[src/rtl/pipeline_stall_controller_pkg.sv]
// Shared pipeline control definitions: FSM state encoding, divider latency
// default, and bit positions of the bundled stall/flush control vector.
package pipeline_stall_controller_pkg;

  typedef enum logic [1:0] {
    ST_RUN      = 2'b00,
    ST_DIV_BUSY = 2'b01,
    ST_DIV_HOLD = 2'b10
  } state_e;

  localparam int unsigned DIV_CYCLES_DEFAULT = 33;
  localparam int unsigned CNT_W_DEFAULT      = 6;
  localparam int unsigned PERF_W             = 32;

  // Bit positions within the control vector
  localparam int unsigned CTL_STALL_PC     = 0;
  localparam int unsigned CTL_STALL_IF_ID  = 1;
  localparam int unsigned CTL_STALL_ID_EX  = 2;
  localparam int unsigned CTL_STALL_EX_MEM = 3;
  localparam int unsigned CTL_STALL_MEM_WB = 4;
  localparam int unsigned CTL_FLUSH_IF_ID  = 5;
  localparam int unsigned CTL_FLUSH_ID_EX  = 6;
  localparam int unsigned CTL_FLUSH_EX_MEM = 7;
  localparam int unsigned CTL_W            = 8;

  typedef logic [CTL_W-1:0] ctl_t;

  // Data-memory wait: freeze every stage, no bubbles
  function automatic ctl_t ctl_mem_stall();
    ctl_t c;
    c = '0;
    c[CTL_STALL_PC]     = 1'b1;
    c[CTL_STALL_IF_ID]  = 1'b1;
    c[CTL_STALL_ID_EX]  = 1'b1;
    c[CTL_STALL_EX_MEM] = 1'b1;
    c[CTL_STALL_MEM_WB] = 1'b1;
    return c;
  endfunction

  // Divider active: hold front end and EX, bubble into EX/MEM
  function automatic ctl_t ctl_div();
    ctl_t c;
    c = '0;
    c[CTL_STALL_PC]     = 1'b1;
    c[CTL_STALL_IF_ID]  = 1'b1;
    c[CTL_STALL_ID_EX]  = 1'b1;
    c[CTL_FLUSH_EX_MEM] = 1'b1;
    return c;
  endfunction

  // Taken branch: squash the two younger instructions
  function automatic ctl_t ctl_branch();
    ctl_t c;
    c = '0;
    c[CTL_FLUSH_IF_ID] = 1'b1;
    c[CTL_FLUSH_ID_EX] = 1'b1;
    return c;
  endfunction

  // Load-use: hold fetch/decode, bubble into EX
  function automatic ctl_t ctl_load_use();
    ctl_t c;
    c = '0;
    c[CTL_STALL_PC]    = 1'b1;
    c[CTL_STALL_IF_ID] = 1'b1;
    c[CTL_FLUSH_ID_EX] = 1'b1;
    return c;
  endfunction

endpackage

[src/rtl/stall_perf_counter.sv]
// 32-bit enable-gated wrapping event counter.
// Ports: clk_i, rst_ni (async active-low), en_i (count this cycle), cnt_o.
module stall_perf_counter
  import pipeline_stall_controller_pkg::*;
(
  input  logic              clk_i,
  input  logic              rst_ni,
  input  logic              en_i,
  output logic [PERF_W-1:0] cnt_o
);

  logic [PERF_W-1:0] cnt_q;
  logic [PERF_W-1:0] cnt_d;

  // Natural wrap from all-ones to zero
  always_comb begin
    cnt_d = cnt_q;
    if (en_i) begin
      cnt_d = cnt_q + PERF_W'(1);
    end
  end

  always_ff @(posedge clk_i or negedge rst_ni) begin
    if (!rst_ni) begin
      cnt_q <= '0;
    end else begin
      cnt_q <= cnt_d;
    end
  end

  assign cnt_o = cnt_q;

endmodule

[src/rtl/pipeline_stall_controller.sv]
// Central stall/flush scheduler for the 5-stage rv32im pipeline. Arbitrates
// memory wait > divider > taken branch > load-use, and sequences the
// fixed-latency iterative divider (start pulse, latency count, release).
// Ports:
//   clk_i, rst_ni               clock, async active-low reset
//   load_use_stall_i            load-use hazard (ID)
//   branch_taken_ex_i           taken branch/jump (EX)
//   div_op_ex_i                 divide/remainder in EX
//   dmem_req_mem_i/dmem_ready_i data memory handshake (MEM)
//   stall_*_o / flush_*_o       per-stage hold / bubble controls
//   div_start_o                 divider start pulse
//   div_result_valid_o          divider result capture enable
//   perf_*_cnt_o                stall-cycle counters
// Optional: define STALL_PERF_CNT_EN to build the performance counters;
// otherwise the perf ports are tied to zero.
module pipeline_stall_controller
  import pipeline_stall_controller_pkg::*;
#(
  parameter int unsigned DIV_CYCLES = DIV_CYCLES_DEFAULT,
  parameter int unsigned CNT_W      = CNT_W_DEFAULT
) (
  input  logic        clk_i,
  input  logic        rst_ni,
  input  logic        load_use_stall_i,
  input  logic        branch_taken_ex_i,
  input  logic        div_op_ex_i,
  input  logic        dmem_req_mem_i,
  input  logic        dmem_ready_i,
  output logic        stall_pc_o,
  output logic        stall_if_id_o,
  output logic        stall_id_ex_o,
  output logic        stall_ex_mem_o,
  output logic        stall_mem_wb_o,
  output logic        flush_if_id_o,
  output logic        flush_id_ex_o,
  output logic        flush_ex_mem_o,
  output logic        div_start_o,
  output logic        div_result_valid_o,
  output logic [31:0] perf_load_use_cnt_o,
  output logic [31:0] perf_div_stall_cnt_o
);

  state_e           state_q, state_d;
  logic [CNT_W-1:0] cnt_q, cnt_d;
  logic             mem_stall;
  ctl_t             ctl_c;
  ctl_t             ctl_out;
  logic             div_start_c;
  logic             div_valid_c;

  assign mem_stall = dmem_req_mem_i & ~dmem_ready_i;

  // Arbitration and divider sequencing
  always_comb begin
    state_d     = state_q;
    cnt_d       = cnt_q;
    ctl_c       = '0;
    div_start_c = 1'b0;
    div_valid_c = 1'b0;
    case (state_q)
      ST_RUN: begin
        if (mem_stall) begin
          ctl_c = ctl_mem_stall();
        end else if (div_op_ex_i) begin
          div_start_c = 1'b1;
          ctl_c       = ctl_div();
          cnt_d       = CNT_W'(DIV_CYCLES - 1);
          state_d     = ST_DIV_BUSY;
        end else if (branch_taken_ex_i) begin
          ctl_c = ctl_branch();
        end else if (load_use_stall_i) begin
          ctl_c = ctl_load_use();
        end
      end
      ST_DIV_BUSY: begin
        if (cnt_q != '0) begin
          // Divider is free-running; count down even under memory wait
          cnt_d = cnt_q - CNT_W'(1);
          ctl_c = mem_stall ? ctl_mem_stall() : ctl_div();
        end else if (mem_stall) begin
          // Result ready but MEM is frozen: park until it can advance
          ctl_c   = ctl_mem_stall();
          state_d = ST_DIV_HOLD;
        end else begin
          div_valid_c = 1'b1;
          state_d     = ST_RUN;
        end
      end
      ST_DIV_HOLD: begin
        if (mem_stall) begin
          ctl_c = ctl_mem_stall();
        end else begin
          div_valid_c = 1'b1;
          state_d     = ST_RUN;
        end
      end
      default: begin
        state_d = ST_RUN;
      end
    endcase
  end

  always_ff @(posedge clk_i or negedge rst_ni) begin
    if (!rst_ni) begin
      state_q <= ST_RUN;
      cnt_q   <= '0;
    end else begin
      state_q <= state_d;
      cnt_q   <= cnt_d;
    end
  end

  // Outputs are forced quiet while reset is asserted, regardless of inputs
  assign ctl_out            = rst_ni ? ctl_c : '0;
  assign div_start_o        = rst_ni & div_start_c;
  assign div_result_valid_o = rst_ni & div_valid_c;

  assign stall_pc_o     = ctl_out[CTL_STALL_PC];
  assign stall_if_id_o  = ctl_out[CTL_STALL_IF_ID];
  assign stall_id_ex_o  = ctl_out[CTL_STALL_ID_EX];
  assign stall_ex_mem_o = ctl_out[CTL_STALL_EX_MEM];
  assign stall_mem_wb_o = ctl_out[CTL_STALL_MEM_WB];
  assign flush_if_id_o  = ctl_out[CTL_FLUSH_IF_ID];
  assign flush_id_ex_o  = ctl_out[CTL_FLUSH_ID_EX];
  assign flush_ex_mem_o = ctl_out[CTL_FLUSH_EX_MEM];

`ifdef STALL_PERF_CNT_EN
  logic lu_win;
  logic div_win;

  // flush_ex_mem is driven only by the divider cause; load-use is the only
  // cause that stalls PC without stalling ID/EX
  assign div_win = ctl_c[CTL_FLUSH_EX_MEM];
  assign lu_win  = ctl_c[CTL_STALL_PC] & ~ctl_c[CTL_STALL_ID_EX];

  stall_perf_counter u_perf_lu (
    .clk_i  (clk_i),
    .rst_ni (rst_ni),
    .en_i   (lu_win),
    .cnt_o  (perf_load_use_cnt_o)
  );

  stall_perf_counter u_perf_div (
    .clk_i  (clk_i),
    .rst_ni (rst_ni),
    .en_i   (div_win),
    .cnt_o  (perf_div_stall_cnt_o)
  );
`else
  assign perf_load_use_cnt_o  = 32'd0;
  assign perf_div_stall_cnt_o = 32'd0;
`endif

endmodule

[config.mk]
export PLATFORM = sky130hd
export DESIGN_NAME = pipeline_stall_controller
export DESIGN_NICKNAME = d
export VERILOG_FILES = /design/src/rtl/pipeline_stall_controller_pkg.sv /design/src/rtl/stall_perf_counter.sv /design/src/rtl/pipeline_stall_controller.sv
export SDC_FILE = /design/constraint.sdc
export NUM_CORES = 1
export LEC_CHECK = 0
export CORE_UTILIZATION = 36
export DETAILED_ROUTE_END_ITERATION = 16
export HOLD_SLACK_MARGIN = 0.08
export MAX_ROUTING_LAYER = met4
export PLACE_DENSITY = 0.82
export SETUP_SLACK_MARGIN = 0.2
export SLEW_MARGIN = 5
export SYNTH_ARGS = -nofsm -noshare
export SYNTH_HDL_FRONTEND = slang
export SYNTH_SLANG_ARGS = --single-unit
[constraint.sdc]
create_clock -name clk_i -period 1.9 [get_ports clk_i]
set_input_delay 0.285 -clock clk_i [delete_from_list [all_inputs] [get_ports clk_i]]
set_output_delay 0.285 -clock clk_i [all_outputs]
set_load 0.01 [all_outputs]
==> results of run 1 <==
[final cells by class]
cell class	count	area, µm²
Fill cell	295	1582
Inverter	7	28.78
Timing Repair Buffer	54	402.9
Clock buffer	3	22.52
Sequential cell	8	201.4
Multi-Input combinational cell	128	785.8
Tap cell	44	55.05
[kinds of logic after synthesis]
kind of cell	Yosys count	share of synthesized area (%)
adders and majority gates	5	5.325
DFF	8	17.04
and+or+nand+nor	35	17.47
AOI/OAI and AO/OA	22	11.08
muxes	2	1.810
other	1	0.3192
buffers and inverters	76	46.97
[what timing repair did]
action                     in CTS  in global routing
setup endpoints to repair      16                 18
pin swaps                       8                  6
setup buffers                  11                  4
hold buffers                    0                  0
gates resized for setup        65                  7
[layer usage]
layer	global-route usage [%]	vias up	part of all wire [%]
met5	-	-	0
met4	3.401	0	1.0
met3	4.585	5	6.4
met2	25.81	55	56
met1	16.11	465	36
li1	-	468	-
[stage by stage]
stage          setup slack [ps]  utilization [%]  setup TNS, ps  cells
3_3_place_gp             -295.6            42.11          -2140    226
4_1_cts                   22.10            46.83              0    240
3_5_place_dp             -372.5            42.11          -2441    226
5_1_grt                  -95.63            48.62         -517.0    244
2_1_floorplan             205.6                -              0    212
6_report                 -7.050            48.62         -14.73    244
[layout by cell type (no fill, tap or decap), drive strengths merged, types with 2 or more instances in the layout]
cell type	count
conb	64
buf	48
nor2	9
a21oi	9
dfrtp	8
o21ai	8
inv	7
clkdlybuf4s50	6
nand2	5
ha	5
nor3	4
clkbuf	3
or4	3
or3	3
nor3b	2
nor2b	2
[worst max-delay path by stage]
stage	endpoint	slack (ps)
after floorplan	cnt_q[3]$_DFFE_PN0P_	210
after global placement	stall_id_ex_o	-300
after detailed placement	stall_id_ex_o	-370
after CTS	stall_id_ex_o	20
after global routing	flush_ex_mem_o	-100
final	flush_ex_mem_o	-7
[worst max-delay path, delay by kind of cell, from the launching register on]
kind	cells	cell delay, ps
buf+inv	2	230
simple gates	2	310
flops	1	370
fa+ha+maj	1	150
compound gates	2	310
[report_power, final]
part | internal [µW] | switching [µW]
registers | 171 | 0
clock network | 72.3 | 57.9
logic | 34.9 | 86.4
total | 278 | 144
[flip-flops by register name (all words and copies together) (netlist names)]
signal / cells
state_q: 2
cnt_q: 6
==> flow_metrics.env, run 1 <==
export IMPL_power_density_mw_per_mm2=282.1
export IMPL_cp_start_kind="register"
export IMPL_htree_levels=1
export IMPL_fp_dieH_um=59.13
export IMPL_period_needed_ps=1907
export IMPL_r2r_cells=7
export IMPL_clock_fmax_mhz=524.4
export IMPL_violations="negative setup slack"
export IMPL_crit_slowest_cell="dfrtp_1"
export IMPL_placed_cell_area_mm2=0.001296
export IMPL_cts_root_buf="clkbuf_4"
export IMPL_ys_warn_count=0
export IMPL_synth_async_sr_flop_share_pct=100.0
export IMPL_cts_sinks=8
export IMPL_synth_edf_count=0
export IMPL_syn_area_mm2=0.001175
export IMPL_portBuffers=16
export IMPL_grt_pass1_vias=844
export IMPL_ant_nets=0
export IMPL_dp_hpwl_mm=1.641
export IMPL_grt_usage_pct=14.67
export IMPL_finalCritPeriodShare_pct=100.4
export IMPL_ys_seq_area_share_pct=17.04
export IMPL_r2r_setup_slack_ps=90
export IMPL_synth_cell_types=33
export IMPL_finalSetupViolCount=5
export IMPL_setup_ws_ps=-7.050
export IMPL_clock_latency_ps=260
export IMPL_cts_max_path_buffers=2
export IMPL_insertedDiodeCount=0
export IMPL_syn_to_final_growth_pct=27.37
export IMPL_drc=0
export IMPL_synthTopCellsByCount="buf_4, a21oi_1, nor2_1"
export IMPL_critPathKind="reg2out"
export IMPL_hold_violations=0
export IMPL_synth_most_common_cell="buf_4"
export IMPL_coreArea_mm2=0.003078
export IMPL_synth_area_per_cell_um2=7.885
export IMPL_layout_drive_gt1_share_pct=40.50
export IMPL_via_per_inst=4.070
export IMPL_gp_congestion=0.8388
export IMPL_rsz0062_at_grt="true"
export IMPL_ys_seq_elements=8
export IMPL_worstSetupEndpointType="primary output"
export IMPL_routed_wl_mm=2.654
export IMPL_min_path_type="in2async"
export IMPL_cp_data_arrival_time_ps=1620
export IMPL_fin_area_mm2=0.001496
export IMPL_power_total_uw=422.2
export IMPL_cts_tree="built"
export IMPL_vias=993
export IMPL_drt_first_pass_iters=4
export IMPL_irDropWorstVdd_uv=344.9
export IMPL_r2r_end="cnt_q[3]$_DFFE_PN0P_"
export IMPL_syn_inst=149
export IMPL_hold_slack_ps=480.8
export IMPL_io_pins=81
export IMPL_yosysTopAreaCell="buf_4"
export IMPL_first_iter_violations=21
export IMPL_synth_main_ff_cell="dfrtp_1"
export IMPL_slew_violations=0
export IMPL_numCtsBuffers=3
export IMPL_die_w_um=59.13
export IMPL_start_util_pct=38.17
export IMPL_routedWlPerCell_um=10.88
export IMPL_critPathMaxFanout=3
export IMPL_cellLeakagePower_uw=0.0007843
export IMPL_grt_max_degree=9
export IMPL_antenna_found_initial=0
export IMPL_synthTopCellsByArea="buf_4, dfrtp_1, ha_1"
export IMPL_overflow=0
export IMPL_yosys_area_top_type_share_pct=42.17
export IMPL_startpoint="cnt_q[0]$_DFFE_PN0P_"
export IMPL_crit_chain="inv_2, ha_4, nor3b_4, a21oi_2, a21oi_1, nor3_1, buf_2"
export IMPL_grt_pass1_wl_mm=3.767
export IMPL_path_clk_slew_ps=50
export IMPL_reg2reg_from="state_q[1]$_DFFE_PN0P_"
export IMPL_max_stage_delay_ps=370
export IMPL_dieArea_mm2=0.003496
export IMPL_required_ps=1620
export IMPL_status="finished with violations"
export IMPL_nets=214
export IMPL_rows=20
export IMPL_fin_worst_skew_ps=7.822
export IMPL_cap_violations=0
Note: power is estimated with default switching activity, not from simulation.
==> run 2: changes to the inputs <==
--- a/config.mk
+++ b/config.mk
@@ -5,11 +5,13 @@
 export SDC_FILE = /design/constraint.sdc
 export NUM_CORES = 1
 export LEC_CHECK = 0
+export CORE_MARGIN = 2
 export CORE_UTILIZATION = 36
 export DETAILED_ROUTE_END_ITERATION = 16
+export GPL_TIMING_DRIVEN = 0
 export HOLD_SLACK_MARGIN = 0.08
 export MAX_ROUTING_LAYER = met4
-export PLACE_DENSITY = 0.82
+export PLACE_DENSITY = 0.88
 export SETUP_SLACK_MARGIN = 0.2
 export SLEW_MARGIN = 5
 export SYNTH_ARGS = -nofsm -noshare
==> flow_metrics.env, run 2 (same netlist as run 1, synthesis figures left out) <==
export IMPL_cts_root_buf="clkbuf_4"
export IMPL_critPathMaxFanout=2
export IMPL_htree_levels=1
export IMPL_violations="negative setup slack"
export IMPL_fp_dieH_um=61.13
export IMPL_largest_reg_flops=6
export IMPL_cp_start_kind="register"
export IMPL_cellLeakagePower_uw=0.001099
export IMPL_power_internal_uw=357.7
export IMPL_p_switching_uw=170.5
export IMPL_max_stage_delay_ps=390
export IMPL_antenna_found_initial=0
export IMPL_cp_data_arrival_time_ps=1720
export IMPL_most_common_layout_cells="buf_4, conb_1, buf_6"
export IMPL_first_iter_violations=13
export IMPL_placed_cell_area_mm2=0.001655
export IMPL_cap_violations=0
export IMPL_grt_pass1_vias=893
export IMPL_status="finished with violations"
export IMPL_ant_nets=0
export IMPL_clock_latency_ps=260
export IMPL_gp_congestion=0.8390
export IMPL_largest_register="cnt_q"
export IMPL_cts_tree="built"
export IMPL_routed_wl_mm=3.120
export IMPL_hold_slack_ps=140.3
export IMPL_slew_headroom_pct=58.66
export IMPL_cts_max_path_buffers=2
export IMPL_io_pins=81
export IMPL_vias=1148
export IMPL_insertedDiodeCount=0
export IMPL_overflow=0
export IMPL_slew_violations=0
export IMPL_critPathKind="reg2out"
export IMPL_final_util_pct=65.73
export IMPL_via_per_inst=3.865
export IMPL_clock_fmax_mhz=497.7
export IMPL_seqPwrFrac_pct=32.3
export IMPL_fin_area_mm2=0.002023
export IMPL_top_regs="cnt_q (6), state_q (2)"
export IMPL_dp_hpwl_mm=1.862
export IMPL_cts_sinks=8
export IMPL_setup_ws_ps=-109.1
export IMPL_min_path_type="in2async"
export IMPL_rsz0062_at_grt="true"
export IMPL_finalSetupViolCount=5
export IMPL_irDropWorstVdd_uv=206.8
export IMPL_required_ps=1620
export IMPL_finalCritPeriodShare_pct=105.7
export IMPL_coreArea_mm2=0.003078
export IMPL_crit_slowest_cell="dfrtp_1"
export IMPL_dieArea_mm2=0.003736
export IMPL_die_w_um=61.13
export IMPL_crit_chain="inv_2, ha_4, nor3b_4, and3_4, buf_6, o2111a_1, buf_2"
export IMPL_numCtsBuffers=3
export IMPL_fin_worst_skew_ps=6.254
export IMPL_grt_usage_pct=14.99
export IMPL_grt_pass1_wl_mm=4.022
export IMPL_pwr_share_clk_pct=25.9
export IMPL_drc=0
export IMPL_drt_first_pass_iters=4
export IMPL_period_needed_ps=2009
export IMPL_layout_drive_gt1_share_pct=55.34
export IMPL_syn_to_final_growth_pct=72.20
export IMPL_routedWlPerCell_um=10.51
export IMPL_rows=20
export IMPL_portBuffers=16
export IMPL_hold_violations=0
export IMPL_nets=267
export IMPL_switching_share_pct=32.28
export IMPL_worstSetupEndpointType="primary output"
export IMPL_path_clk_slew_ps=60
export IMPL_worst_pin_slew_ps=620.1
export IMPL_start_util_pct=38.17
export IMPL_ctsHoldBuffers=0
export IMPL_power_density_mw_per_mm2=261.1
export IMPL_combPwrFrac_pct=41.8
export IMPL_final_common_cell="buf_4"
export IMPL_grt_max_degree=13
export IMPL_dp_slack_ps=-624.8
==> run 2: cell count changes in the layout (fill, tap and decap cells not counted), moves of 2 or more <==
cell,delta
a21oi_1,-3
a21oi_2,+2
buf_4,+43
buf_6,+10
ha_4,+2
nor3_1,-2
==> run 2: worst max-delay path: cells and delay by family (launching register included) <==
kind / cells / cell delay, ps
AO/OA/AOI/OAI: 1 / 160
adder cells (fa/ha/maj): 1 / 130
buffers and inverters: 3 / 320
flip-flops: 1 / 390
AND/OR/NAND/NOR: 2 / 460
==> run 2: worst paths after layout <==
path                                       from                     end  depth (start not counted)  slack, ps
max                        cnt_q[0]$_DFFE_PN0P_      div_result_valid_o                          7       -110
min reg2reg                cnt_q[5]$_DFFE_PN0P_    cnt_q[5]$_DFFE_PN0P_                          2        570
max in group asynchronous                rst_ni  state_q[0]$_DFFE_PN0P_                          1       1350
min in group clk_i         cnt_q[5]$_DFFE_PN0P_    cnt_q[5]$_DFFE_PN0P_                          2        570
max reg2reg                cnt_q[1]$_DFFE_PN0P_    cnt_q[3]$_DFFE_PN0P_                          8         30
min                                      rst_ni    cnt_q[4]$_DFFE_PN0P_                          1        140
==> run 2: per-layer routing <==
layer | share of wire [%] | up-vias | GRT usage, %
li1 | - | 573 | -
met1 | 33 | 499 | 15.02
met2 | 56 | 61 | 28.72
met3 | 7.3 | 15 | 4.832
met4 | 3.1 | 0 | 1.863
met5 | 0 | - | -
==> run 2: power groups by stage <==
stage               clock (µW)  sequential (µW)  combinational (µW)
floorplan                    0              174                 174
global placement             0              173                 208
detailed placement           0              173                 209
CTS                        139              170                 205
global route               151              170                 240
finish                     137              170                 221
==> run 2: cell type report <==
cell class	instances	area (µm²)
buffer	69	533.0
inverter	7	28.78
fill	242	1055
multi-input combinational	128	869.6
sequential	8	200.2
clock buffer	3	22.52
tap	44	55.05
timing repair buffer	38	314.1
==> run 2: stage by stage <==
stage	total power, µW	std cells	setup TNS [ps]
after floorplan	347.6	212	0
after global placement	381.7	272	-4182
after detailed placement	382.4	272	-4478
after CTS	514.8	292	-302.7
after global routing	562.1	297	-998.8
final	528.2	297	-324.7
==> run 2: repair_timing <==
action,CTS,global route
setup endpoints to repair,14,18
resized for setup,67,28
pin swaps,11,11
gates cloned,0,0
setup buffers,17,5
==> run 3: changes to the inputs <==
==> constraint.sdc (replaced) <==
create_clock -name clk_i -period 2.3 [get_ports clk_i]
set_input_delay 0.345 -clock clk_i [delete_from_list [all_inputs] [get_ports clk_i]]
set_output_delay 0.345 -clock clk_i [all_outputs]
set_load 0.01 [all_outputs]
==> flow_metrics.env, run 3 (same netlist as run 1, synthesis figures left out) <==
export IMPL_finalSetupViolCount=0
export IMPL_hold_slack_ps=154.7
export IMPL_grt_pass1_wl_mm=3.684
export IMPL_grt_max_degree=13
export IMPL_cap_violations=0
export IMPL_min_path_type="in2async"
export IMPL_p_switching_uw=136.9
export IMPL_ctsHoldBuffers=0
export IMPL_most_common_layout_cells="buf_4, conb_1, o21ai_0, dfrtp_1, nor2_1"
export IMPL_dp_hpwl_mm=1.842
export IMPL_pwr_share_clk_pct=25.9
export IMPL_grt_usage_pct=13.74
export IMPL_clock_latency_ps=260
export IMPL_switching_share_pct=31.72
export IMPL_routed_wl_mm=2.832
export IMPL_setup_ws_ps=153.7
export IMPL_drt_first_pass_iters=4
export IMPL_cts_max_path_buffers=2
export IMPL_portBuffers=16
export IMPL_ant_nets=0
export IMPL_overflow=0
export IMPL_power_density_mw_per_mm2=234.0
export IMPL_power_internal_uw=294.6
export IMPL_critPathMaxFanout=7
export IMPL_met1Wirelength_um=978
export IMPL_cp_start_kind="register"
export IMPL_route_top_layer_used="met4"
export IMPL_gp_congestion=0.8563
export IMPL_vias=1131
export IMPL_final_common_cell="buf_4"
export IMPL_slew_violations=0
export IMPL_cts_root_buf="clkbuf_4"
export IMPL_routedWlPerCell_um=9.732
export IMPL_numCtsBuffers=3
export IMPL_grt_pass1_vias=919
export IMPL_top_regs="cnt_q (6), state_q (2)"
export IMPL_insertedDiodeCount=0
export IMPL_coreArea_mm2=0.003078
export IMPL_layout_drive_gt1_share_pct=47.37
export IMPL_cts_sinks=8
export IMPL_htree_levels=1
export IMPL_finalCritPeriodShare_pct=93.32
export IMPL_required_ps=1960
export IMPL_rows=20
export IMPL_fp_dieH_um=61.13
export IMPL_dp_slack_ps=-378.6
export IMPL_dieArea_mm2=0.003736
export IMPL_rsz0062_at_grt="true"
export IMPL_die_w_um=61.13
export IMPL_clock_fmax_mhz=465.9
export IMPL_seqPwrFrac_pct=32.6
export IMPL_met3_wirelength_um=207
export IMPL_irDropWorstVdd_uv=225.7
export IMPL_io_pins=81
export IMPL_status="completed"
export IMPL_largest_register="cnt_q"
export IMPL_r2r_setup_slack_ps=370
export IMPL_worstSetupEndpointType="primary output"
export IMPL_period_needed_ps=2146
export IMPL_critPathKind="reg2out"
export IMPL_first_iter_violations=19
export IMPL_antenna_found_initial=0
export IMPL_cts_tree="built"
export IMPL_largest_reg_flops=6
export IMPL_start_util_pct=38.17
export IMPL_fin_worst_skew_ps=3.999
export IMPL_cellLeakagePower_uw=0.001055
export IMPL_slew_headroom_pct=61.56
export IMPL_hold_violations=0
export IMPL_syn_to_final_growth_pct=56.98
export IMPL_worst_pin_slew_ps=576.5
export IMPL_combPwrFrac_pct=41.4
export IMPL_cp_data_arrival_time_ps=1800
export IMPL_via_per_inst=3.887
export IMPL_path_clk_slew_ps=60
export IMPL_wl_met2_mm=1.581
export IMPL_nets=261
export IMPL_drc=0
[run 3: power groups by stage]
stage               Combinational (µW)  Clock, µW  Sequential, µW
floorplan                          143          0             143
global route                       196        125             141
global placement                   171          0             143
CTS                                172        115             141
detailed placement                 172          0             143
finish                             179        112             141
[run 3: cell type report]
cell class | instances | area, µm²
clock buffers | 3 | 22.52
inverters | 7 | 26.28
repair buffers | 32 | 241.5
fillers | 268 | 1234
flip-flops and latches | 8 | 200.2
plain buffers | 69 | 533.0
multi-input cells | 128 | 765.7
well taps | 44 | 55.05
[run 3: metal layers]
metal / global-route usage [%] / up-vias
met1: 12.34 / 512
met4: 5.590 / 0
met2: 25.84 / 47
met3: 4.832 / 11
met5: - / -
li1: - / 561
[run 3: what timing repair did]
item                       4_1_cts  5_1_grt
gates resized for setup         33       22
buffers inserted                 8        8
setup endpoints to repair       10        8
pin swaps                        5        4
[run 3: worst paths after layout]
check                           cells past startpoint              endpoint                    from
worst max-delay path                                9            stall_pc_o  state_q[1]$_DFFE_PN0P_
worst min-delay path                                1  cnt_q[0]$_DFFE_PN0P_                  rst_ni
worst max register to register                      8  cnt_q[3]$_DFFE_PN0P_  state_q[1]$_DFFE_PN0P_
worst min register to register                      2  cnt_q[5]$_DFFE_PN0P_    cnt_q[5]$_DFFE_PN0P_
max in group asynchronous                           1  cnt_q[3]$_DFFE_PN0P_                  rst_ni
min in group clk_i                                  2  cnt_q[5]$_DFFE_PN0P_    cnt_q[5]$_DFFE_PN0P_
[run 3: critical path: stages (launching register included)]
cell and delay, ps:
dfrtp_1 380, inv_2 90, ha_4 160, buf_8 130, nor3_4 240, nor2_2 60, nor2_2 150, a21oi_2 80
buf_4 130, clkbuf_2 110
[run 3: through the flow]
step,util (%),TNS [ps],std cells,total power [µW],area [µm²]
final,59.92,0,291,431.5,1844
after global routing,59.92,0,291,462.1,1844
after CTS,56.99,0,283,428.0,1754
after detailed placement,52.85,-1771,272,315.3,1627
after global placement,52.85,-1385,272,314.2,1627
after floorplan,-,0,212,286.6,1411
